## config.mk

```make
export PLATFORM = sky130hd
export DESIGN_NAME = read_counter
export DESIGN_NICKNAME = d
export VERILOG_FILES = /design/src/rtl/cdu_pkg.sv /design/src/rtl/rise_detect.sv /design/src/rtl/read_counter.sv
export SDC_FILE = /design/constraint.sdc
export NUM_CORES = 1
export LEC_CHECK = 0
export BUFFER_PORTS_ARGS = -buffer_cell sky130_fd_sc_hd__buf_2
export CAP_MARGIN = 10
export CORE_UTILIZATION = 40
export DETAILED_ROUTE_END_ITERATION = 12
export GPL_TIMING_DRIVEN = 0
export HOLD_SLACK_MARGIN = 0.02
export PLACE_DENSITY = 0.66
export SYNTH_ARGS = -nofsm -noshare
export SYNTH_HDL_FRONTEND = slang
export SYNTH_SLANG_ARGS = --single-unit
```

## constraint.sdc

```tcl
create_clock -name clk -period 4.1 [get_ports clk]
set_input_delay 0 -clock clk [delete_from_list [all_inputs] [get_ports clk]]
set_output_delay 0 -clock clk [all_outputs]
set_load 0.02 [all_outputs]
```

## src/rtl/cdu_pkg.sv

```systemverilog
// ============================================================================
// Package : cdu_pkg
// Brief   : Shared types for the CDU read-counter stage.
// Rev     : 1.0  initial release
// ============================================================================
`default_nettype none

package cdu_pkg;

  typedef enum logic [1:0] {
    ERR_NULL   = 2'd0,
    ERR_FINE   = 2'd1,
    ERR_MED    = 2'd2,
    ERR_COARSE = 2'd3
  } err_lvl_t;

  typedef enum logic [1:0] {
    RC_IDLE  = 2'd0,
    RC_BURST = 2'd1,
    RC_SLEW  = 2'd2
  } rc_state_t;

  localparam int c_REM_W = 8;

  // Burst length for the two burst-producing error levels.
  function automatic logic [c_REM_W-1:0] burst_len(input err_lvl_t lvl, input int med);
    return (lvl == ERR_MED) ? c_REM_W'(med) : c_REM_W'(1);
  endfunction

endpackage

`default_nettype wire

```

## src/rtl/rise_detect.sv

```systemverilog
// ============================================================================
// Module : rise_detect
// Brief  : 2-flop synchronizer plus registered rising-edge detector.
// Rev    : 1.0  initial release
// ============================================================================
`default_nettype none

module rise_detect (
  input  logic clk,
  input  logic rst,
  input  logic din,
  output logic rise
);

  logic r_sync1;
  logic r_sync2;
  logic r_prev;
  logic r_rise;

  always_ff @(posedge clk or posedge rst) begin
    if (rst) begin
      r_sync1 <= 1'b0;
      r_sync2 <= 1'b0;
      r_prev  <= 1'b0;
      r_rise  <= 1'b0;
    end else begin
      r_sync1 <= din;
      r_sync2 <= r_sync1;
      r_prev  <= r_sync2;
      r_rise  <= r_sync2 & ~r_prev;
    end
  end

  assign rise = r_rise;

endmodule

`default_nettype wire

```

## src/rtl/read_counter.sv

```systemverilog
// ============================================================================
// Module : read_counter
// Brief  : Converts sampled resolver error into paced count bursts on a
//          wrapping angle counter. READ_COUNTER_AGC_EN adds the AGC queue.
// Rev    : 1.0  initial release
// ============================================================================
`default_nettype none

module read_counter
  import cdu_pkg::*;
#(
  parameter int CNT_W      = 16,
  parameter int MED_COUNTS = 4,
  parameter int ACC_W      = 8
) (
  input  logic             clk,
  input  logic             rst,
  input  logic             _51KPHI,
  input  logic             ISSIHI,
  input  logic             ERRSGN,
  input  logic [1:0]       ERRLVL,
  input  logic             AGCACK,
  output logic [CNT_W-1:0] RDCNT,
  output logic             CNTUPH,
  output logic             CNTDNH,
  output logic             SLEWH,
  output logic             AGCPLS,
  output logic             AGCMNS
);

  logic w_tick;
  logic w_intg;

  rise_detect u_tick_det (
    .clk  (clk),
    .rst  (rst),
    .din  (_51KPHI),
    .rise (w_tick)
  );

  rise_detect u_intg_det (
    .clk  (clk),
    .rst  (rst),
    .din  (ISSIHI),
    .rise (w_intg)
  );

  rc_state_t          r_state;
  logic [c_REM_W-1:0] r_rem;
  logic               r_dir;
  logic [CNT_W-1:0]   r_cnt;
  logic               r_up;
  logic               r_dn;
  logic               r_slew;

  rc_state_t          w_state;
  rc_state_t          w_nxt_state;
  logic [c_REM_W-1:0] w_rem;
  logic [c_REM_W-1:0] w_nxt_rem;
  logic               w_dir;
  logic               w_count;

  // A new command is loaded first so a coincident tick counts against it.
  always_comb begin
    w_state = r_state;
    w_rem   = r_rem;
    w_dir   = r_dir;
    if (w_intg) begin
      w_dir = ERRSGN;
      case (err_lvl_t'(ERRLVL))
        ERR_NULL: begin
          w_state = RC_IDLE;
          w_rem   = '0;
        end
        ERR_FINE, ERR_MED: begin
          w_state = RC_BURST;
          w_rem   = burst_len(err_lvl_t'(ERRLVL), MED_COUNTS);
        end
        default: begin
          w_state = RC_SLEW;
          w_rem   = '0;
        end
      endcase
    end
    w_count     = w_tick && (w_state != RC_IDLE);
    w_nxt_state = w_state;
    w_nxt_rem   = w_rem;
    if (w_count && (w_state == RC_BURST)) begin
      w_nxt_rem = w_rem - 1'b1;
      if (w_rem == c_REM_W'(1)) begin
        w_nxt_state = RC_IDLE;
      end
    end
  end

  always_ff @(posedge clk or posedge rst) begin
    if (rst) begin
      r_state <= RC_IDLE;
      r_rem   <= '0;
      r_dir   <= 1'b0;
      r_cnt   <= '0;
      r_up    <= 1'b0;
      r_dn    <= 1'b0;
      r_slew  <= 1'b0;
    end else begin
      r_state <= w_nxt_state;
      r_rem   <= w_nxt_rem;
      r_dir   <= w_dir;
      r_up    <= w_count && w_dir;
      r_dn    <= w_count && !w_dir;
      r_slew  <= (w_nxt_state == RC_SLEW);
      if (w_count) begin
        r_cnt <= w_dir ? (r_cnt + 1'b1) : (r_cnt - 1'b1);
      end
    end
  end

  assign RDCNT  = r_cnt;
  assign CNTUPH = r_up;
  assign CNTDNH = r_dn;
  assign SLEWH  = r_slew;

`ifdef READ_COUNTER_AGC_EN

  localparam logic signed [ACC_W:0] c_SAT_POS = (ACC_W+1)'((2 ** (ACC_W - 1)) - 1);
  localparam logic signed [ACC_W:0] c_SAT_NEG = -c_SAT_POS;
  localparam logic signed [ACC_W:0] c_ONE     = (ACC_W+1)'(1);

  logic signed [ACC_W-1:0] r_pend;
  logic                    r_pls;
  logic                    r_mns;
  logic                    w_ack_ok;
  logic signed [ACC_W:0]   w_sum;
  logic signed [ACC_W-1:0] w_pend_nxt;

  assign w_ack_ok = AGCACK && (r_pls || r_mns);

  // One extra bit of headroom so ack and count can be summed before clamping.
  always_comb begin
    w_sum = {r_pend[ACC_W-1], r_pend};
    if (w_ack_ok) begin
      w_sum = r_pend[ACC_W-1] ? (w_sum + c_ONE) : (w_sum - c_ONE);
    end
    if (w_count && w_dir) begin
      w_sum = w_sum + c_ONE;
    end else if (w_count) begin
      w_sum = w_sum - c_ONE;
    end
    if (w_sum > c_SAT_POS) begin
      w_pend_nxt = c_SAT_POS[ACC_W-1:0];
    end else if (w_sum < c_SAT_NEG) begin
      w_pend_nxt = c_SAT_NEG[ACC_W-1:0];
    end else begin
      w_pend_nxt = w_sum[ACC_W-1:0];
    end
  end

  always_ff @(posedge clk or posedge rst) begin
    if (rst) begin
      r_pend <= '0;
      r_pls  <= 1'b0;
      r_mns  <= 1'b0;
    end else begin
      r_pend <= w_pend_nxt;
      r_pls  <= !w_pend_nxt[ACC_W-1] && (w_pend_nxt != '0) && !w_ack_ok;
      r_mns  <= w_pend_nxt[ACC_W-1] && !w_ack_ok;
    end
  end

  assign AGCPLS = r_pls;
  assign AGCMNS = r_mns;

`else

  logic w_unused_agc;
  assign w_unused_agc = AGCACK | (ACC_W == 0);
  assign AGCPLS       = 1'b0;
  assign AGCMNS       = 1'b0;

`endif

endmodule

`default_nettype wire

```

==> Word-level counts from Yosys, hierarchy flattened <==
Index checks and enable logic that the tools add are counted.
{ "op_classes": {"n_addsub": 3, "eq_ne": 5, "mux": 10, "bitwise": 4, "reduce_logical": 8} }
{ "op_table": {"columns": ["op", "count"], "rows": [
  ["16-bit by 1-bit adder with 16-bit output (second input constant)", 1],
  ["16-bit two-way mux", 1],
  ["8-bit two-way mux", 2],
  ["16-bit by 1-bit subtractor with 16-bit output (second input constant)", 1],
  ["8-bit by 1-bit == test with 1-bit output (second input constant)", 1],
  ["8-bit by 1-bit subtractor with 8-bit output (second input constant)", 1],
  ["2-bit two-way mux", 3],
  ["3-bit two-way mux", 2],
  ["2-bit by 1-bit == test with 1-bit output (second input constant)", 2],
  ["2-bit == test (second input constant)", 2],
  ["1-bit logical AND", 4],
  ["2-bit one-hot mux with 2 select lines", 1],
  ["1-bit bitwise AND", 2],
  ["2-bit zero test", 1],
  ["1-bit inverter", 2],
  ["2-bit nonzero test", 1],
  ["2-bit OR reduction", 1],
  ["1-bit zero test", 1],
  ["1-bit two-way mux", 1]
]} }
{ "totals": {"register_bits": 38, "inputBits": 8, "out_inout_bits": 21} }

==> Logic depth before layout (Yosys ltp) <==
{ "depth": {"ltp_word": 9, "ltp_mapped": 11} }

==> Cells and area by module <==
A second synthesis with hierarchy kept.
{ "unflattened": {"cells_unflattened": 235, "area_unflattened_um2": 2327.2} }
{ "by_module_without_submodules": {"columns": ["module", "instances", "cells_each", "area_each_um2", "seq_area_each_um2"], "rows": [
  ["read_counter", 1, 223, 2092.0, 750.7],
  ["rise_detect", 2, 6, 117.6, 100.1]
]} }

==> Least setup slack after synthesis <==
No wires, ideal clock.
{ "synth_path": {"path_type": "reg-to-reg", "from": "register u_intg_det.r_rise, in the netlist u_intg_det.rise", "to": "register r_cnt[14], in the netlist RDCNT[14]", "t_arrival_ns": 3.080, "required_ns": 4.005, "path_slack_ns": 0.924, "stages_incl_launch_ff": 12, "n_path_buf": 2, "synth_period_minus_slack_ns": 3.176, "path_cell_list": "dfrtp_1 buf_6 buf_6 mux2i_1 inv_1 fa_1 nand2b_1 a21oi_1 o211ai_1 a211oi_1 nor3_1 o31ai_1"} }
{ "synth_lines": {"columns": ["item", "line", "text"], "rows": [
  ["from (decl)", "rise_detect.sv:18", "logic r_rise;"],
  ["from (signal assigned)", "rise_detect.sv:30", "r_rise <= r_sync2 & ~r_prev;"],
  ["1-bit two-way mux", "read_counter.sv:68", "if (w_intg) begin"],
  ["net w_dir", "read_counter.sv:60", "logic w_dir;"],
  ["16-bit two-way mux", "read_counter.sv:113", "r_cnt <= w_dir ? (r_cnt + 1'b1) : (r_cnt - 1'b1);"],
  ["to (signal assigned)", "read_counter.sv:113", null],
  ["to (decl)", "read_counter.sv:51", "logic [CNT_W-1:0] r_cnt;"]
]} }
The timed path passes the listed nets, and every way through them passes these cells.
A chain may end at the register's enable or synchronous reset.

==> Worst setup path in the final report <==
Same ends and word-level chain as after synthesis.

==> results list <==
* Status: completed
- Top cell by count, worst path: sky130_fd_sc_hd__buf_6
* Number of antenna cells inserted: 0
* Power per unit of standard cell area: between 700 and 800 mW/mm^2
- For the worst-skew pair, the clock arrives at the later sink with an insertion delay of between 0.2 and 0.3 ns.
- Worst VDD drop: around 0.0004 V
* Chip Width: about 79 um
- Instance count on the critical path: 12
- During synthesis, Yosys emitted a total of 0 warnings.
- Number of buffers inserted by port buffering: 25
* FF+latch area: 951 um^2
- In this run the critical register-to-register path is launched from u_intg_det.rise.
* Setup repair after global routing missed its margin: false
* Number of placement rows: 27
- Final period demand of the worst path: between 3 and 4 ns
- In the final layout, the share of cells above drive strength 1 is 23.3%.
- Depth of the worst hold-timing path: 4
- Leading area contributor after synthesis: sky130_fd_sc_hd__dfrtp_1
* Initial antenna violation count: 0
- Number of buffers inserted by post-CTS setup repair: 0
- In this run the deepest clock path goes through 2 buffers.
* Relative area change from synthesis to final layout: 17.1%
* Clock root cell: sky130_fd_sc_hd__clkbuf_8
* Wire length of the first global-routing pass: roughly 7800 um
* Share of the clock period used by the worst path: around 74%
- Summed over its instances, the top area cell type makes up 40.6% of the synthesized netlist area.
* Detailed-routing iteration count for the pre-antenna-repair pass: 4
- Summed over all cells, the static leakage comes to around 1.3 nW.
- Cell family with the largest share of critical-path delay: compound AO/OA/AOI/OAI gates
* Final sum of negative setup slack: 0 ns
- Layout filler cell count: between 500 and 600
* Register-to-Register Path Depth: 12
- TritonCTS built the clock tree.
* Netlist area before placement: 0.00234 mm^2
- Yosys mapped a number of flops with a built-in enable equal to 0.
* CP Capture Point: RDCNT[14]
- Routability-driven placement finished with a final weighted congestion of about 0.85.
- Slowest stage cell, crit path: sky130_fd_sc_hd__fa_1
* Remaining antenna violation count: 0
- Drt wl/cell: around 13 um
* Placed standard-cell area: between 0.002 and 0.003 mm^2
- For this run, the slowest stage of the critical path takes around 0.43 ns.
* Via/cell ratio: between 5 and 6
* Kind of critical path: flip-flop to flip-flop
- In this run the worst path has a maximum fanout of 16.
- Layout Skew: between 0.004 and 0.005 ns
- Worst-case headroom to the max-slew limit: approximately 48%
- Across all layers, the routed design uses about 1800 vias.
- Among all flip-flop cells after synthesis, the most frequent one is sky130_fd_sc_hd__dfrtp_1.
* H-tree depth: 2
- In this run the worst setup path begins at u_intg_det.rise.
* Die height: between 70 and 80 um
* Final setup violation count: 0
- Critical register-to-register path endpoint: RDCNT[14]
* Cts repair resizes: 0
- Largest net degree at the start of global routing: 39
* Placeable core region: between 0.005 and 0.006 mm^2
- Overall Global Routing Usage: approximately 16%
- The synthesized design contains 38 register bits.
- After legalization and detailed placement, the total HPWL measured between 3000 and 4000 um.
- Max Cap Viol: 0
- For this design, the sink count on the clock tree is 38.
- For this run, the post-layout net count is between 200 and 300.
* Main area contributors after synthesis: sky130_fd_sc_hd__dfrtp_1, sky130_fd_sc_hd__ha_1, sky130_fd_sc_hd__nand2_1
- Wirelength, routed: between 4000 and 5000 um
- The tightest min-delay check is of the primary input to flip-flop type.
* Endpoints failing hold: 0
- The floorplan step defined a die boundary enclosing 0.00617 mm^2.
- Startpoint Class: flip-flop
- Critical path, cell by cell: buf_6 -> buf_6 -> mux2i_2 -> buf_6 -> inv_1 -> fa_1 -> nand2b_1 -> a21oi_1 -> o211ai_1 -> a211oi_1 -> nor3_1 -> o31ai_1
- For the worst setup path, the data required time is 4.30 ns.
- Number of global-route vias before repair: approximately 1700
* Gate count of the mapped netlist: 232
- Worst-case register-to-register setup slack: ~1.1 ns
- After detailed routing, the number of remaining DRC violations is 0.
- After the first detailed-routing iteration, the DRC count stood at 100.
- STA classifies the critical path endpoint as a flip-flop.
* Slew at the pin with the worst max-slew slack: approximately 0.79 ns
- CTS buffer count: 5
* Buf+Inv Stages, Crit Path: 4
- Dividing the synthesized area by the synthesized cell count gives between 10 and 15 um^2.
* Sequential-to-total area share from yosys stat: 40.6%
* Data arrival at the endpoint of the critical path: ~3.2 ns
* Number of library cell types mapped by synthesis: 53
* FMAX: roughly 330 MHz
* Number of placed I/O pins: 29
* Proportion of register bits with asynchronous set or reset after synthesis: 100%
- After clock tree synthesis, the clock-pin slew on the worst setup and hold paths is ~0.080 ns.
- Area of the multi-input gates: ~0.0013 mm^2
- For this configuration, the core starts out at a cell density of about 42%.
- Final max-slew violation count: 0
- The total overflow left after global routing is 0.
- Final cell area excluding filler cells: around 0.0027 mm^2
[cells by family (layout without fill, tap and decap cells)]
logic type	Yosys count	count (layout)	share of synthesized area [%]
and+or+nand+nor	67	67	15.6
AOI/OAI and AO/OA	63	63	18.2
muxes	6	6	3.31
buffers and inverters	19	56	4.27
xor gates and xnor gates	17	17	6.35
adders and majority gates	21	21	11.5
other	1	2	0.160
DFF	38	38	40.6
[registers in the layout, indices dropped and copies added, names as in the netlist]
| signal | cells |
|---|---|
| u_intg_det.r_sync2 | 1 |
| CNTDNH | 1 |
| u_tick_det.rise | 1 |
| u_tick_det.r_sync1 | 1 |
| r_dir | 1 |
| RDCNT | 16 |
| CNTUPH | 1 |
| r_state | 2 |
| r_rem | 8 |
| u_tick_det.r_sync2 | 1 |
| SLEWH | 1 |
| u_intg_det.rise | 1 |
| u_intg_det.r_prev | 1 |
| u_intg_det.r_sync1 | 1 |
| u_tick_det.r_prev | 1 |
[report_power, final]
group / internal [mW] / total [mW] / leakage [nW] / switching [mW]
logic: 0.414 / 0.995 / 0.756 / 0.581
clock network: 0.244 / 0.382 / 0.0683 / 0.139
registers: 0.477 / 0.566 / 0.477 / 0.0885
total: 1.14 / 1.94 / 1.30 / 0.808
[per-stage QoR]
step | power [mW] | std cells | hold WS, ns | util, % | setup WS, ns
global placement | 1.54 | 330 | 0.108 | 46.0 | 0.0487
detailed placement | 1.56 | 331 | 0.109 | 46.2 | 1.10
finish | 1.94 | 342 | 0.174 | 49.2 | 1.07
global route | 2.10 | 342 | 0.205 | 49.2 | 0.791
CTS | 1.95 | 342 | 0.172 | 49.2 | 1.05
floorplan | 1.34 | 233 | 0.0314 | - | 0.924
[worst register-to-register path, cell delays in order, from the launching register on]
cell	delay, ns
sky130_fd_sc_hd__dfrtp_1	0.35
sky130_fd_sc_hd__buf_6	0.15
sky130_fd_sc_hd__buf_6	0.15
sky130_fd_sc_hd__mux2i_2	0.28
sky130_fd_sc_hd__buf_6	0.22
sky130_fd_sc_hd__inv_1	0.14
sky130_fd_sc_hd__fa_1	0.43
sky130_fd_sc_hd__nand2b_1	0.18
sky130_fd_sc_hd__a21oi_1	0.20
sky130_fd_sc_hd__o211ai_1	0.19
sky130_fd_sc_hd__a211oi_1	0.37
sky130_fd_sc_hd__nor3_1	0.09
sky130_fd_sc_hd__o31ai_1	0.20
[synthesized netlist by cell type, drive strengths merged (2+ instances only)]
cell type	instances
dfrtp	38
nand2	26
o21ai	23
ha	20
nor2	17
a21oi	15
inv	12
xnor2	11
buf	7
o211ai	6
xor2	6
mux2i	5
nor3	5
nor2b	4
o31ai	4
a211oi	3
nand2b	3
nand4	3
nor3b	3
a21boi	2
a21o	2
nand3b	2
o311ai	2
[placed cells by master, fill, tap and decap left out, drive strengths merged, types with 3 or more instances in the layout]
master       synthesis  layout
a211oi               3       3
a21oi               15      15
buf                  7      33
clkbuf               0       5
dfrtp               38      38
dlygate4sd3          0       3
ha                  20      20
inv                 12      12
mux2i                5       5
nand2               26      26
nand2b               3       3
nand4                3       3
nor2                17      17
nor2b                4       4
nor3                 5       5
nor3b                3       3
o211ai               6       6
o21ai               23      23
o31ai                4       4
xnor2               11      11
xor2                 6       6
[what timing repair did]
| action | CTS | global route |
|---|---|---|
| setup endpoints to repair | 0 | 0 |
| hold buffers | 3 | 0 |
| endpoints found under the hold margin | 40 | 0 |
[layer usage]
metal	track usage (%)	vias up	routed length (um)
li1	-	890	-
met1	20.7	832	2230
met2	26.6	29	2090
met3	4.77	4	154
met4	5.00	0	36
met5	0	-	0
[how the worst min path moves through the flow]
| stage | start | endpoint | slack (ns) |
|---|---|---|---|
| 2_1_floorplan | ISSIHI | u_intg_det.r_sync1 | 0.03 |
| 3_3_place_gp | _51KPHI | u_tick_det.r_sync1 | 0.11 |
| 3_5_place_dp | _51KPHI | u_tick_det.r_sync1 | 0.11 |
| 4_1_cts | ERRSGN | CNTUPH | 0.17 |
| 5_1_grt | ERRSGN | CNTUPH | 0.20 |
| 6_report | ERRSGN | CNTUPH | 0.17 |
[area by class of cell]
type / instances / area share (%)
Timing Repair Buffer: 29 / 6.06
Sequential cell: 38 / 34.6
Inverter: 12 / 1.64
Buffer: 7 / 2.01
Multi-Input combinational cell: 176 / 47.4
Clock inverter: 3 / 2.51
Clock buffer: 5 / 2.51
Tap cell: 72 / 3.28
No activity file was read; power rests on OpenSTA's default activity.
